`src/rtl/eco32_core_mpu_pkg.sv`:
```
// Shared definitions for the MPU condition-flags trace path.
//  - FLAGS_W      : width of the flags snapshot {f[9:7], f[3:0]}
//  - LOST_CNT_W   : width of the saturating dropped-update counter
//  - ent_meta_t   : upper fields of a trace entry; the timestamp sits below it,
//                   giving entry layout {lost, th, flags, ts}
//  - sat_inc()    : saturating increment for the lost counter
package eco32_core_mpu_pkg;

  localparam int FLAGS_W    = 7;
  localparam int LOST_CNT_W = 8;
  localparam logic [LOST_CNT_W-1:0] LOST_CNT_MAX = '1;

  typedef struct packed {
    logic               lost;   // at least one update was dropped before this one
    logic               th;     // thread phase at capture
    logic [FLAGS_W-1:0] flags;  // flags snapshot
  } ent_meta_t;

  localparam int ENT_META_W = $bits(ent_meta_t);

  function automatic logic [LOST_CNT_W-1:0] sat_inc(input logic [LOST_CNT_W-1:0] v);
    return (v == LOST_CNT_MAX) ? v : v + LOST_CNT_W'(1);
  endfunction

endpackage

```
`src/rtl/eco32_core_mpu_trace_fifo.sv`:
```
// Synchronous FIFO with a registered head for the trace path.
//  clk, rst  : clock, synchronous active-high reset (discards contents)
//  i_push    : write i_data this cycle (caller guarantees space, a same-cycle
//              pop counts as space)
//  i_data    : entry to write
//  i_ack     : consumer accepts the head when o_stb=1; ignored otherwise
//  o_stb     : head valid (registered)
//  o_data    : head entry (registered, stable while o_stb & !i_ack)
//  o_level   : number of entries held, including the head
module eco32_core_mpu_trace_fifo #(
  parameter int W   = 25,
  parameter int LOG = 4
) (
  input  logic         clk,
  input  logic         rst,
  input  logic         i_push,
  input  logic [W-1:0] i_data,
  input  logic         i_ack,
  output logic         o_stb,
  output logic [W-1:0] o_data,
  output logic [LOG:0] o_level
);

  localparam int DEPTH = 1 << LOG;
  localparam int LW    = LOG + 1;

  logic [W-1:0]   mem [DEPTH];
  logic [LOG-1:0] wr_ptr;
  logic [LOG-1:0] rd_ptr;

  logic           pop;
  logic [LOG-1:0] rd_ptr_nxt;
  logic [LOG:0]   level_nxt;
  logic [W-1:0]   head_nxt;

  // NOTE: every signal in this block is assigned on every path, so no latch is inferred.
  always_comb begin
    pop        = o_stb & i_ack;
    rd_ptr_nxt = rd_ptr + LOG'(pop);
    level_nxt  = o_level + LW'(i_push) - LW'(pop);
    // The slot being written becomes the head only when the FIFO is
    // otherwise empty after this cycle; forward it into the head register.
    head_nxt   = (i_push && (wr_ptr == rd_ptr_nxt)) ? i_data : mem[rd_ptr_nxt];
  end

  // NOTE: storage is not reset; the pointers and level define which slots are valid.
  always_ff @(posedge clk) begin
    if (i_push) begin
      mem[wr_ptr] <= i_data;
    end
  end

  // NOTE: sequential state uses non-blocking assignments so all registers update together.
  always_ff @(posedge clk) begin
    if (rst) begin
      wr_ptr  <= '0;
      rd_ptr  <= '0;
      o_level <= '0;
      o_stb   <= 1'b0;
      o_data  <= '0;
    end else begin
      if (i_push) begin
        wr_ptr <= wr_ptr + LOG'(1);
      end
      rd_ptr  <= rd_ptr_nxt;
      o_level <= level_nxt;
      o_stb   <= (level_nxt != '0);
      if (level_nxt != '0) begin
        o_data <= head_nxt;
      end
    end
  end

endmodule

```
`src/rtl/eco32_core_mpu_cfr_trace.sv`:
```
// Debug trace capture for the MPU condition-flags register.
// Tags each flags update with thread phase and a free-running timestamp,
// optionally de-duplicates per thread, and queues it for the trace bus.
//  clk, rst     : clock, synchronous active-high reset
//  i_en         : trace enable (0 = no capture; queued entries still drain)
//  i_dedup      : drop an update equal to the last flags seen on the same thread
//  i_clr        : clear o_lost_cnt, o_ovf and the pending-lost marker
//  i_stb        : flag-change strobe from the flags register
//  i_flags      : flags snapshot {f[9:7], f[3:0]}
//  o_stb/i_ack  : FIFO head valid / consumer accept
//  o_data       : head entry {lost, th, flags, ts}
//  o_level      : entries held
//  o_ovf        : sticky drop indicator
//  o_lost_cnt   : dropped updates, saturating
module eco32_core_mpu_cfr_trace
  import eco32_core_mpu_pkg::*;
#(
  parameter int TS_W     = 16,
  parameter int FIFO_LOG = 4
) (
  input  logic                       clk,
  input  logic                       rst,
  input  logic                       i_en,
  input  logic                       i_dedup,
  input  logic                       i_clr,
  input  logic                       i_stb,
  input  logic [FLAGS_W-1:0]         i_flags,
  output logic                       o_stb,
  input  logic                       i_ack,
  output logic [TS_W+ENT_META_W-1:0] o_data,
  output logic [FIFO_LOG:0]          o_level,
  output logic                       o_ovf,
  output logic [LOST_CNT_W-1:0]      o_lost_cnt
);

  localparam int ENT_W = TS_W + ENT_META_W;

  logic [TS_W-1:0]    ts;
  logic               th;
  logic               pend;
  logic [FLAGS_W-1:0] last [2];

  logic               cand;
  logic               dup;
  logic               keep;
  logic               pop;
  logic               room;
  logic               wr;
  logic               drop;
  ent_meta_t          meta;
  logic [ENT_W-1:0]   wr_data;

  always_comb begin
    cand       = i_stb & i_en;
    dup        = i_dedup & (i_flags == last[th]);
    keep       = cand & ~dup;
    pop        = o_stb & i_ack;
    // Level never exceeds the depth, so its MSB alone marks "full".
    room       = ~o_level[FIFO_LOG] | pop;
    wr         = keep & room;
    drop       = keep & ~room;
    meta.lost  = pend;
    meta.th    = th;
    meta.flags = i_flags;
    wr_data    = {meta, ts};
  end

  always_ff @(posedge clk) begin
    if (rst) begin
      ts         <= '0;
      th         <= 1'b0;
      pend       <= 1'b0;
      o_ovf      <= 1'b0;
      o_lost_cnt <= '0;
      last[0]    <= '0;
      last[1]    <= '0;
    end else begin
      ts <= ts + TS_W'(1);
      th <= ~th;
      // The per-thread history follows every candidate, even discarded ones.
      if (cand) begin
        last[th] <= i_flags;
      end
      // A drop in the same cycle as a clear wins: the drop is the first
      // event of the new counting window.
      if (drop) begin
        pend       <= 1'b1;
        o_ovf      <= 1'b1;
        o_lost_cnt <= i_clr ? LOST_CNT_W'(1) : sat_inc(o_lost_cnt);
      end else if (i_clr) begin
        pend       <= 1'b0;
        o_ovf      <= 1'b0;
        o_lost_cnt <= '0;
      end else if (wr) begin
        pend <= 1'b0;
      end
    end
  end

  eco32_core_mpu_trace_fifo #(
    .W   (ENT_W),
    .LOG (FIFO_LOG)
  ) u_fifo (
    .clk     (clk),
    .rst     (rst),
    .i_push  (wr),
    .i_data  (wr_data),
    .i_ack   (i_ack),
    .o_stb   (o_stb),
    .o_data  (o_data),
    .o_level (o_level)
  );

endmodule

```
`config.mk`:
```
export PLATFORM = sky130hd
export DESIGN_NAME = eco32_core_mpu_cfr_trace
export DESIGN_NICKNAME = d
export VERILOG_FILES = /design/src/rtl/eco32_core_mpu_pkg.sv /design/src/rtl/eco32_core_mpu_trace_fifo.sv /design/src/rtl/eco32_core_mpu_cfr_trace.sv
export SDC_FILE = /design/constraint.sdc
export NUM_CORES = 1
export LEC_CHECK = 0
export CORE_MARGIN = 1
export CORE_UTILIZATION = 55
export DETAILED_ROUTE_END_ITERATION = 16
export PLACE_DENSITY = 0.75
export SLEW_MARGIN = 20
export SYNTH_ARGS = -nofsm -noshare
export SYNTH_HDL_FRONTEND = slang
export SYNTH_SLANG_ARGS = --single-unit
```
`constraint.sdc`:
```
create_clock -name clk -period 4.94 [get_ports clk]
set_clock_uncertainty 0.2 [all_clocks]
set_input_delay 1.482 -clock clk [delete_from_list [all_inputs] [get_ports clk]]
set_output_delay 1.482 -clock clk [all_outputs]
set_load 0.01 [all_outputs]
```
==> metrics.md, run 1 <==
| Metric | Value |
|---|---|
| Number of standard cells after synthesis | `just under 1000` |
| DR WL/cell | `between 20 and 30 um` |
| Worst r2r src | `th$_SDFF_PP0_` |
| Total number of H-tree levels | `2` |
| Seq/Total Area, Yosys | `0.737` |
| Pre-CTS worst setup slack | `-0.786 ns` |
| Met3 routed WL | `about 3200 um` |
| Net count of the mapped netlist | `approximately 1000` |
| Internal Dissipation | `7370 uW` |
| Highest metal layer with signal wires | `met4` |
| Quantity of I/O buffers inserted on ports | `53` |
| Cell-by-cell trace of the critical path | `clkdlybuf4s50_1 -> xor2_1 -> and4_4 -> a211oi_4 -> inv_1 -> ha_1 -> inv_1 -> ha_2 -> fa_2 -> nor3_1 -> o221ai_1 -> nor2b_1 -> buf_4 -> o21a_1 -> buf_6 -> a221o_1` |
| Met1 wire length | `about 17000 um` |
| Proportion of register bits with asynchronous set or reset after synthesis | `0` |
| Multi-input gate area in the final layout | `just under 0.005 mm^2` |
| Weighted congestion reported at the end of routability-driven placement | `~0.76` |
| Slack of the critical path | `between 0.1 and 0.15 ns` |
| Routed length on met2 | `20400 um` |
| Clock Path Buffers | `3` |
| Pin count of the biggest net entering global routing | `roughly 100` |
| Detailed-route vias per instance | `6.27` |
| Synthesis-stage register bit count | `480` |
| Area of all sequential standard cells | `around 0.014 mm^2` |
| Clock Latency Late Sink | `~0.55 ns` |
| Maximum fanout encountered on the critical timing path | `12` |
| Clock slew seen by the registers of the worst setup and hold paths | `roughly 0.060 ns` |
| Effective utilization at floorplan | `0.558` |
| Switching power of the nets | `2320 uW` |
| Layout cells sized above 1 | `0.241` |
| Layout area overhead | `17.4%` |
| Vias in the first global route | `10100` |
| Depth of the worst register-to-register path | `17` |
| Critical Path Start | `i_flags[2]` |
| Clock buffer count from CTS | `47` |
| Routed via count | `10100` |
| Share of power burned in the clock network | `0.354` |
| Count of flip-flops with a built-in enable after synthesis | `around 410` |
| Post-layout min period | `roughly 4.8 ns` |
| Maximum achievable frequency | `0.209 GHz` |
| Logic pwr share | `0.166` |
| Worst min path class | `reg2reg` |
| Placement row count | `67` |
| Number of distinct standard cells referenced by the synthesized netlist | `51` |
| Critical R2R Capture | `u_fifo.o_data[7]$_SDFFE_PP0P_` |
| Setup slack on the worst flop-to-flop path | `~0.53 ns` |
| Critical path endpoint category | `register` |
| Critical path launch point type | `primary input` |
| Horizontal die dimension | `roughly 190 um` |
| Maximum vdd drop | `between 0.3 and 0.4 mV` |
| Reported leakage power | `a little over 0.007 uW` |
| Top cells by count, synth | `edfxtp_1 (414), mux4_2 (100), dfxtp_1 (66)` |
| Number of DRC markers after the initial detailed-route iteration | `between 1000 and 1500` |
| Path type of the worst setup path | `in2reg` |
| Yosys warning total | `0` |
| Overall die height | `roughly 190 um` |
| All-Layer GR Usage | `0.247` |
| Count of endpoints failing setup in the final report | `0` |
| Number of cells in the design after placement | `~1500` |
| Cell area power density | `~440 mW/mm^2` |
| Relative slew margins | `0.361` |
| Share of the synthesized area in the top cell type | `0.667` |
| CP Data Arrival Time | `5.02 ns` |
| Total Die Area | `0.0347 mm^2` |
| Placement Cell Area | `~0.020 mm^2` |
| Most prevalent standard cell on the critical path | `inv_1` |
| Detailed-placement wirelength estimate | `between 20000 and 25000 um` |
| Final worst hold slack | `between 0.2 and 0.3 ns` |
| Crit path to | `u_fifo.o_data[7]$_SDFFE_PP0P_` |
| Final Hold Violating Endpoints | `0` |
| Library cell contributing the largest single delay on the critical path | `fa_2` |
| Total of hold buffers inserted after clock tree synthesis | `0` |
| Max_cap viols | `0` |
| Syn Std Cell Area | `roughly 0.019 mm^2` |
| Post-synthesis area per instance | `~19 um^2` |
| Number of antenna diodes | `0` |
| Status | `completed` |
| CTS tree | `done` |
| Required time at the endpoint of the critical path | `slightly above 5 ns` |
| Final-stage net count | `about 1100` |
| Part of the power in registers | `0.480` |
| CP peak stage delay | `0.45 ns` |
| Synth top area cells | `edfxtp_1 (67%), mux4_2 (12%), dfxtp_1 (7.1%)` |
| Cell with the most instances after synthesis | `edfxtp_1` |
| Final design instance area without fill | `~0.022 mm^2` |
| Overflow left after global routing | `0` |
| # clock sinks | `480` |
| FILL cells | `approximately 2200` |
| Share of total power consumed by net switching | `0.239` |
| DRC violation count after routing | `0` |
| Final instance count without filler cells | `between 1500 and 2000` |
| Most frequently used flop master after synthesis | `edfxtp_1` |
| Antenna Violating Nets Remaining | `0` |
| First-pass DRT Iterations | `5` |
| Final cycle utilization of the critical path | `0.971` |
| Standard cell core area | `~0.033 mm^2` |
| Number of ports placed on the die boundary | `54` |
| Number of antenna violations at the first check in global routing | `0` |
| First-pass GRT wire length | `61600 um` |
| Wirelength, routed | `41400 um` |
| Transition time at the pin with the least slew margin | `around 0.96 ns` |
| Post-synthesis cell type with the largest combined area | `edfxtp_1` |
| Root buf cell | `clkbuf_16` |
| Number of slew-limit violations in the final report | `0` |
[what timing repair did]
| action | CTS | global route |
|---|---|---|
| gates resized for setup | 3 | 13 |
| setup endpoints to repair | 24 | 24 |
| gates cloned | 0 | 0 |
| buffers inserted | 2 | 1 |
| pin swaps | 1 | 5 |
[power groups by stage]
stage	clock [uW]	sequential (uW)	combinational, uW
2_1_floorplan	0	4710	1000
3_3_place_gp	0	4730	1560
3_5_place_dp	0	4730	1590
4_1_cts	3470	4650	1610
5_1_grt	3620	4660	1730
6_report	3430	4640	1610
[critical path, delay by kind of cell]
kind                       cells  cell delay (ns)
and+or+nand+nor                3             0.60
AOI/OAI and AO/OA              4             0.89
adders and majority gates      3             0.93
buffers and inverters          5             0.89
xor gates and xnor gates       1             0.22
[flip-flops by register name (all words and copies together) (netlist names), 4 cells and up]
name,flops
u_fifo.mem,400
u_fifo.o_data,25
ts,16
last,14
o_lost_cnt,8
u_fifo.o_level,5
u_fifo.rd_ptr,4
u_fifo.wr_ptr,4
[cell usage in the layout (no fill, tap or decap), types with 3 or more instances in the layout]
| cell type | instances |
|---|---|
| a21oi_1 | 11 |
| a221o_1 | 24 |
| a22oi_1 | 49 |
| a31oi_1 | 3 |
| and2_1 | 33 |
| and3_1 | 16 |
| and4_1 | 5 |
| buf_12 | 9 |
| buf_4 | 63 |
| clkbuf_1 | 15 |
| clkbuf_16 | 47 |
| clkbuf_8 | 7 |
| clkdlybuf4s50_1 | 49 |
| clkinv_1 | 3 |
| clkinv_2 | 7 |
| clkinvlp_4 | 4 |
| dfxtp_1 | 66 |
| dlymetal6s2s_1 | 3 |
| edfxtp_1 | 414 |
| ha_1 | 10 |
| inv_1 | 11 |
| mux2i_1 | 10 |
| mux4_2 | 100 |
| nand2_1 | 39 |
| nand3_1 | 9 |
| nand4_1 | 9 |
| nor2_1 | 29 |
| nor2_2 | 5 |
| nor2_4 | 3 |
| nor2b_1 | 9 |
| nor3_1 | 6 |
| nor3_2 | 7 |
| o21ai_0 | 6 |
| or3_1 | 4 |
| xnor2_1 | 11 |
| xnor2_2 | 4 |
| xor2_1 | 18 |
[through the flow]
stage,utilization,TNS [ns],power (uW)
after floorplan,-,-14.20,5720
after global placement,0.606,-27.32,6290
after detailed placement,0.606,-16.99,6320
after CTS,0.653,0,9730
after global routing,0.655,-0.0158,10000
final,0.655,0,9690
[final cells by class]
type | count | area share
clock buffers | 69 | 0.0607
clock inverters | 18 | 0.00771
inverters | 11 | 0.00189
multi-input cells | 451 | 0.220
flip-flops and latches | 480 | 0.628
well taps | 448 | 0.0256
repair buffers | 128 | 0.0559
[how the worst min path moves through the flow]
| stage | to | slack [ns] | from | cells after the start |
|---|---|---|---|---|
| after detailed placement | o_ovf$_SDFFE_PP0P_ | 0.27 | o_ovf$_SDFFE_PP0P_ | 2 |
| after floorplan | o_ovf$_SDFFE_PP0P_ | 0.29 | o_ovf$_SDFFE_PP0P_ | 2 |
| final | o_ovf$_SDFFE_PP0P_ | 0.29 | o_ovf$_SDFFE_PP0P_ | 2 |
| after CTS | o_ovf$_SDFFE_PP0P_ | 0.29 | o_ovf$_SDFFE_PP0P_ | 2 |
| after global placement | o_ovf$_SDFFE_PP0P_ | 0.26 | o_ovf$_SDFFE_PP0P_ | 2 |
| after global routing | o_ovf$_SDFFE_PP0P_ | 0.33 | o_ovf$_SDFFE_PP0P_ | 2 |
[cell families after synthesis]
| logic type | after synthesis | synth area share |
|---|---|---|
| adders and majority gates | 14 | 0.00979 |
| DFF | 480 | 0.737 |
| muxes | 111 | 0.127 |
| and+or+nand+nor | 187 | 0.0530 |
| xor gates and xnor gates | 33 | 0.0155 |
| AOI/OAI and AO/OA | 106 | 0.0441 |
| buffers and inverters | 56 | 0.0134 |
[per-layer routing]
layer  GRT usage  up-vias
met2       0.404      512
met3      0.0364       92
met5           0        -
li1            -     4288
met4      0.0793        0
met1       0.348     5173
Note: power is estimated with default switching activity, not from simulation.
==> inputs of run 2 (changes only) <==
--- a/config.mk
+++ b/config.mk
@@ -9,6 +9,7 @@
 export CORE_UTILIZATION = 55
 export DETAILED_ROUTE_END_ITERATION = 16
 export PLACE_DENSITY = 0.75
+export SKIP_CTS_REPAIR_TIMING = 1
 export SLEW_MARGIN = 20
 export SYNTH_ARGS = -nofsm -noshare
 export SYNTH_HDL_FRONTEND = slang
==> run 2 against run 1 <==
Compared with the run above: total power about the same; die area unchanged; final cell count about the same; critical path depth unchanged; first-iteration DRC count decreased by 6.0%; routed wire length decreased by 0.23%; global-route usage decreased by 0.12 points; worst setup slack got worse by 0.019 ns; register-to-register slack got worse by 0.03 ns; clock-buffer cell count unchanged; non-clock buffer count increased by 1; design area about the same; critical path type unchanged; highest routed layer unchanged.
==> metrics.md, run 2 (synthesis results as in run 1) <==
| Metric | Value |
|---|---|
| Status | `completed` |
| Path type of the worst setup path | `in2reg` |
| Detailed-placement wirelength estimate | `23900 um (unchanged)` |
| Maximum fanout encountered on the critical timing path | `12 (unchanged)` |
| Post-layout min period | `4.81 ns (+0.0188 ns)` |
| Maximum achievable frequency | `0.208 GHz (-0.39%)` |
| CP Data Arrival Time | `5.04 ns (+0.02 ns)` |
| Clock slew seen by the registers of the worst setup and hold paths | `0.06 ns (about the same)` |
| Hold Path End | `o_ovf$_SDFFE_PP0P_` |
| Max FFs per register | `400 (unchanged)` |
| First-pass DRT Iterations | `5 (unchanged)` |
| Reported leakage power | `0.00726 uW (+0.16%)` |
| Cell depth of the worst min-delay path | `2 (unchanged)` |
| DRC violation count after routing | `0 (unchanged)` |
| Total number of H-tree levels | `2 (unchanged)` |
| Horizontal die dimension | `186 um (unchanged)` |
| Cell area power density | `442 mW/mm^2 (about the same)` |
| Vias in the first global route | `10100 (-0.51%)` |
| First-pass GRT wire length | `61300 um (-0.48%)` |
| Final-stage net count | `1148 (+0.087%)` |
| Leading cell type in the layout, fill and taps excluded | `edfxtp_1` |
| Final Hold Violating Endpoints | `0 (unchanged)` |
| Setup slack on the worst flop-to-flop path | `0.50 ns (-0.03 ns)` |
| Final design instance area without fill | `0.0219 mm^2 (about the same)` |
| Clock buffer count from CTS | `47 (unchanged)` |
| DR WL/cell | `25.7 um (-0.29%)` |
| Most frequent cells in the layout | `edfxtp_1 (414), mux4_2 (100), dfxtp_1 (66), buf_4 (65), a22oi_1 (49)` |
| Count of endpoints failing setup in the final report | `0 (unchanged)` |
| Hold path start | `o_ovf$_SDFFE_PP0P_` |
| Routed via count | `9982 (-0.82%)` |
| Standard cell core area | `0.0334 mm^2 (unchanged)` |
| Layout cells sized above 1 | `0.243 (+0.00152)` |
| # clock sinks | `480 (unchanged)` |
| All-Layer GR Usage | `0.246 (-0.00119)` |
| Root buf cell | `clkbuf_16` |
| Relative slew margins | `0.347 (-0.0142)` |
| Clock Latency Late Sink | `0.55 ns (about the same)` |
| Weighted congestion reported at the end of routability-driven placement | `0.758 (unchanged)` |
| Registers with the highest flip-flop counts | `u_fifo.mem (400), u_fifo.o_data (25), ts (16)` |
| Number of antenna violations at the first check in global routing | `0 (unchanged)` |
| Number of DRC markers after the initial detailed-route iteration | `1150 (-6.0%)` |
| Antenna Violating Nets Remaining | `0 (unchanged)` |
| Placement Cell Area | `0.0203 mm^2 (unchanged)` |
| Register ranked first by flip-flop count | `u_fifo.mem` |
| CTS tree | `done` |
| Critical path endpoint category | `register` |
| Clock Path Buffers | `3 (unchanged)` |
| Required time at the endpoint of the critical path | `5.17 ns (about the same)` |
| Maximum vdd drop | `0.306 mV (-0.59%)` |
| Pin count of the biggest net entering global routing | `102 (unchanged)` |
| Layout area overhead | `17.4% (about the same)` |
| Effective utilization at floorplan | `0.558 (unchanged)` |
| Number of antenna diodes | `0 (unchanged)` |
| Max_cap viols | `0 (unchanged)` |
| Number of slew-limit violations in the final report | `0 (unchanged)` |
| Overflow left after global routing | `0 (unchanged)` |
| Detailed-route vias per instance | `6.22 (-0.89%)` |
| Critical path launch point type | `primary input` |
| Final cycle utilization of the critical path | `0.974 (+0.00380)` |
| Number of ports placed on the die boundary | `54 (unchanged)` |
| Overall die height | `186 um (unchanged)` |
| Transition time at the pin with the least slew margin | `0.979 ns (+0.0213 ns)` |
| Final worst hold slack | `0.288 ns (+0.000466 ns)` |
| Worst r2r src | `th$_SDFF_PP0_` |
| Worst min path class | `reg2reg` |
| Wirelength, routed | `41300 um (-0.23%)` |
| Depth of the worst register-to-register path | `17 (unchanged)` |
| Placement row count | `67 (unchanged)` |
| Total Die Area | `0.0347 mm^2 (unchanged)` |
| Critical R2R Capture | `u_fifo.o_data[18]$_SDFFE_PP0P_` |
| Quantity of I/O buffers inserted on ports | `53 (unchanged)` |
==> run 2: cell count changes in the layout (fill, tap and decap cells not counted) <==
cell	delta
nor3_2	+1
nor3_1	-1
and4_2	+1
dlymetal6s2s_1	+1
clkdlybuf4s50_1	-1
buf_4	+2
buf_12	-1
and4_4	-1
==> run 2: worst max-delay path, cell delays in order <==
cell	delay [ns]
clkdlybuf4s50_1	0.45
xor2_1	0.21
and4_2	0.29
a211oi_4	0.22
inv_1	0.07
ha_1	0.29
inv_1	0.06
ha_2	0.19
fa_2	0.45
nor3_2	0.18
o221ai_1	0.14
nor2b_1	0.18
nor3b_4	0.15
buf_4	0.16
buf_8	0.15
a221o_1	0.35
==> run 2: area by class of cell <==
type                    count  area (um^2)
multi-input cells         451         4820
well taps                 448          561
inverters                  11         41.3
clock inverters            18          169
repair buffers            129         1220
clock buffers              69         1330
fillers                  2170        11500
flip-flops and latches    480        13800
==> run 2: worst max path at each step <==
stage	end	slack [ns]	start	cells after the start
2_1_floorplan	u_fifo.mem[3][0]$_DFFE_PP_	-0.28	i_stb	5
3_3_place_gp	u_fifo.o_data[16]$_SDFFE_PP0P_	-1.13	i_flags[1]	16
3_5_place_dp	u_fifo.o_data[21]$_SDFFE_PP0P_	-0.79	i_flags[1]	17
4_1_cts	u_fifo.o_data[18]$_SDFFE_PP0P_	-0.23	i_flags[1]	17
5_1_grt	u_fifo.o_data[17]$_SDFFE_PP0P_	-0.02	i_flags[2]	16
6_report	u_fifo.o_data[18]$_SDFFE_PP0P_	0.13	i_flags[2]	16
==> run 2: layer usage <==
| layer | track usage | up-vias | wire, um |
|---|---|---|---|
| li1 | - | 4279 | - |
| met1 | 0.349 | 5154 | 17100 |
| met2 | 0.400 | 468 | 20400 |
| met3 | 0.0347 | 81 | 2820 |
| met4 | 0.0777 | 0 | 1010 |
| met5 | 0 | - | 0 |
==> run 2: power breakdown <==
| group | total, uW | internal [uW] | switching (uW) |
|---|---|---|---|
| Sequential | 4650 | 4520 | 128 |
| Combinational | 1610 | 874 | 738 |
| Clock | 3430 | 1980 | 1450 |
| Total | 9690 | 7370 | 2320 |
==> run 2: per-stage QoR <==
step / util / TNS [ns] / setup WS [ns] / total power, uW / std cells
3_3_place_gp: 0.606 / -27.32 / -1.13 / 6290 / 1514
2_1_floorplan: - / -14.20 / -0.284 / 5720 / 987
3_5_place_dp: 0.606 / -16.99 / -0.786 / 6320 / 1515
6_report: 0.655 / 0 / 0.126 / 9690 / 1606
5_1_grt: 0.655 / -0.0810 / -0.0220 / 10000 / 1606
4_1_cts: 0.651 / -3.63 / -0.234 / 9720 / 1602
==> inputs of run 3 (changes only) <==
--- a/config.mk
+++ b/config.mk
@@ -8,6 +8,7 @@
 export CORE_MARGIN = 1
 export CORE_UTILIZATION = 55
 export DETAILED_ROUTE_END_ITERATION = 16
+export GPL_ROUTABILITY_DRIVEN = 1
 export PLACE_DENSITY = 0.75
 export SKIP_CTS_REPAIR_TIMING = 1
 export SLEW_MARGIN = 20
==> results of run 3 <==
Final layout, timing and power as in run 2 (identical DEF).
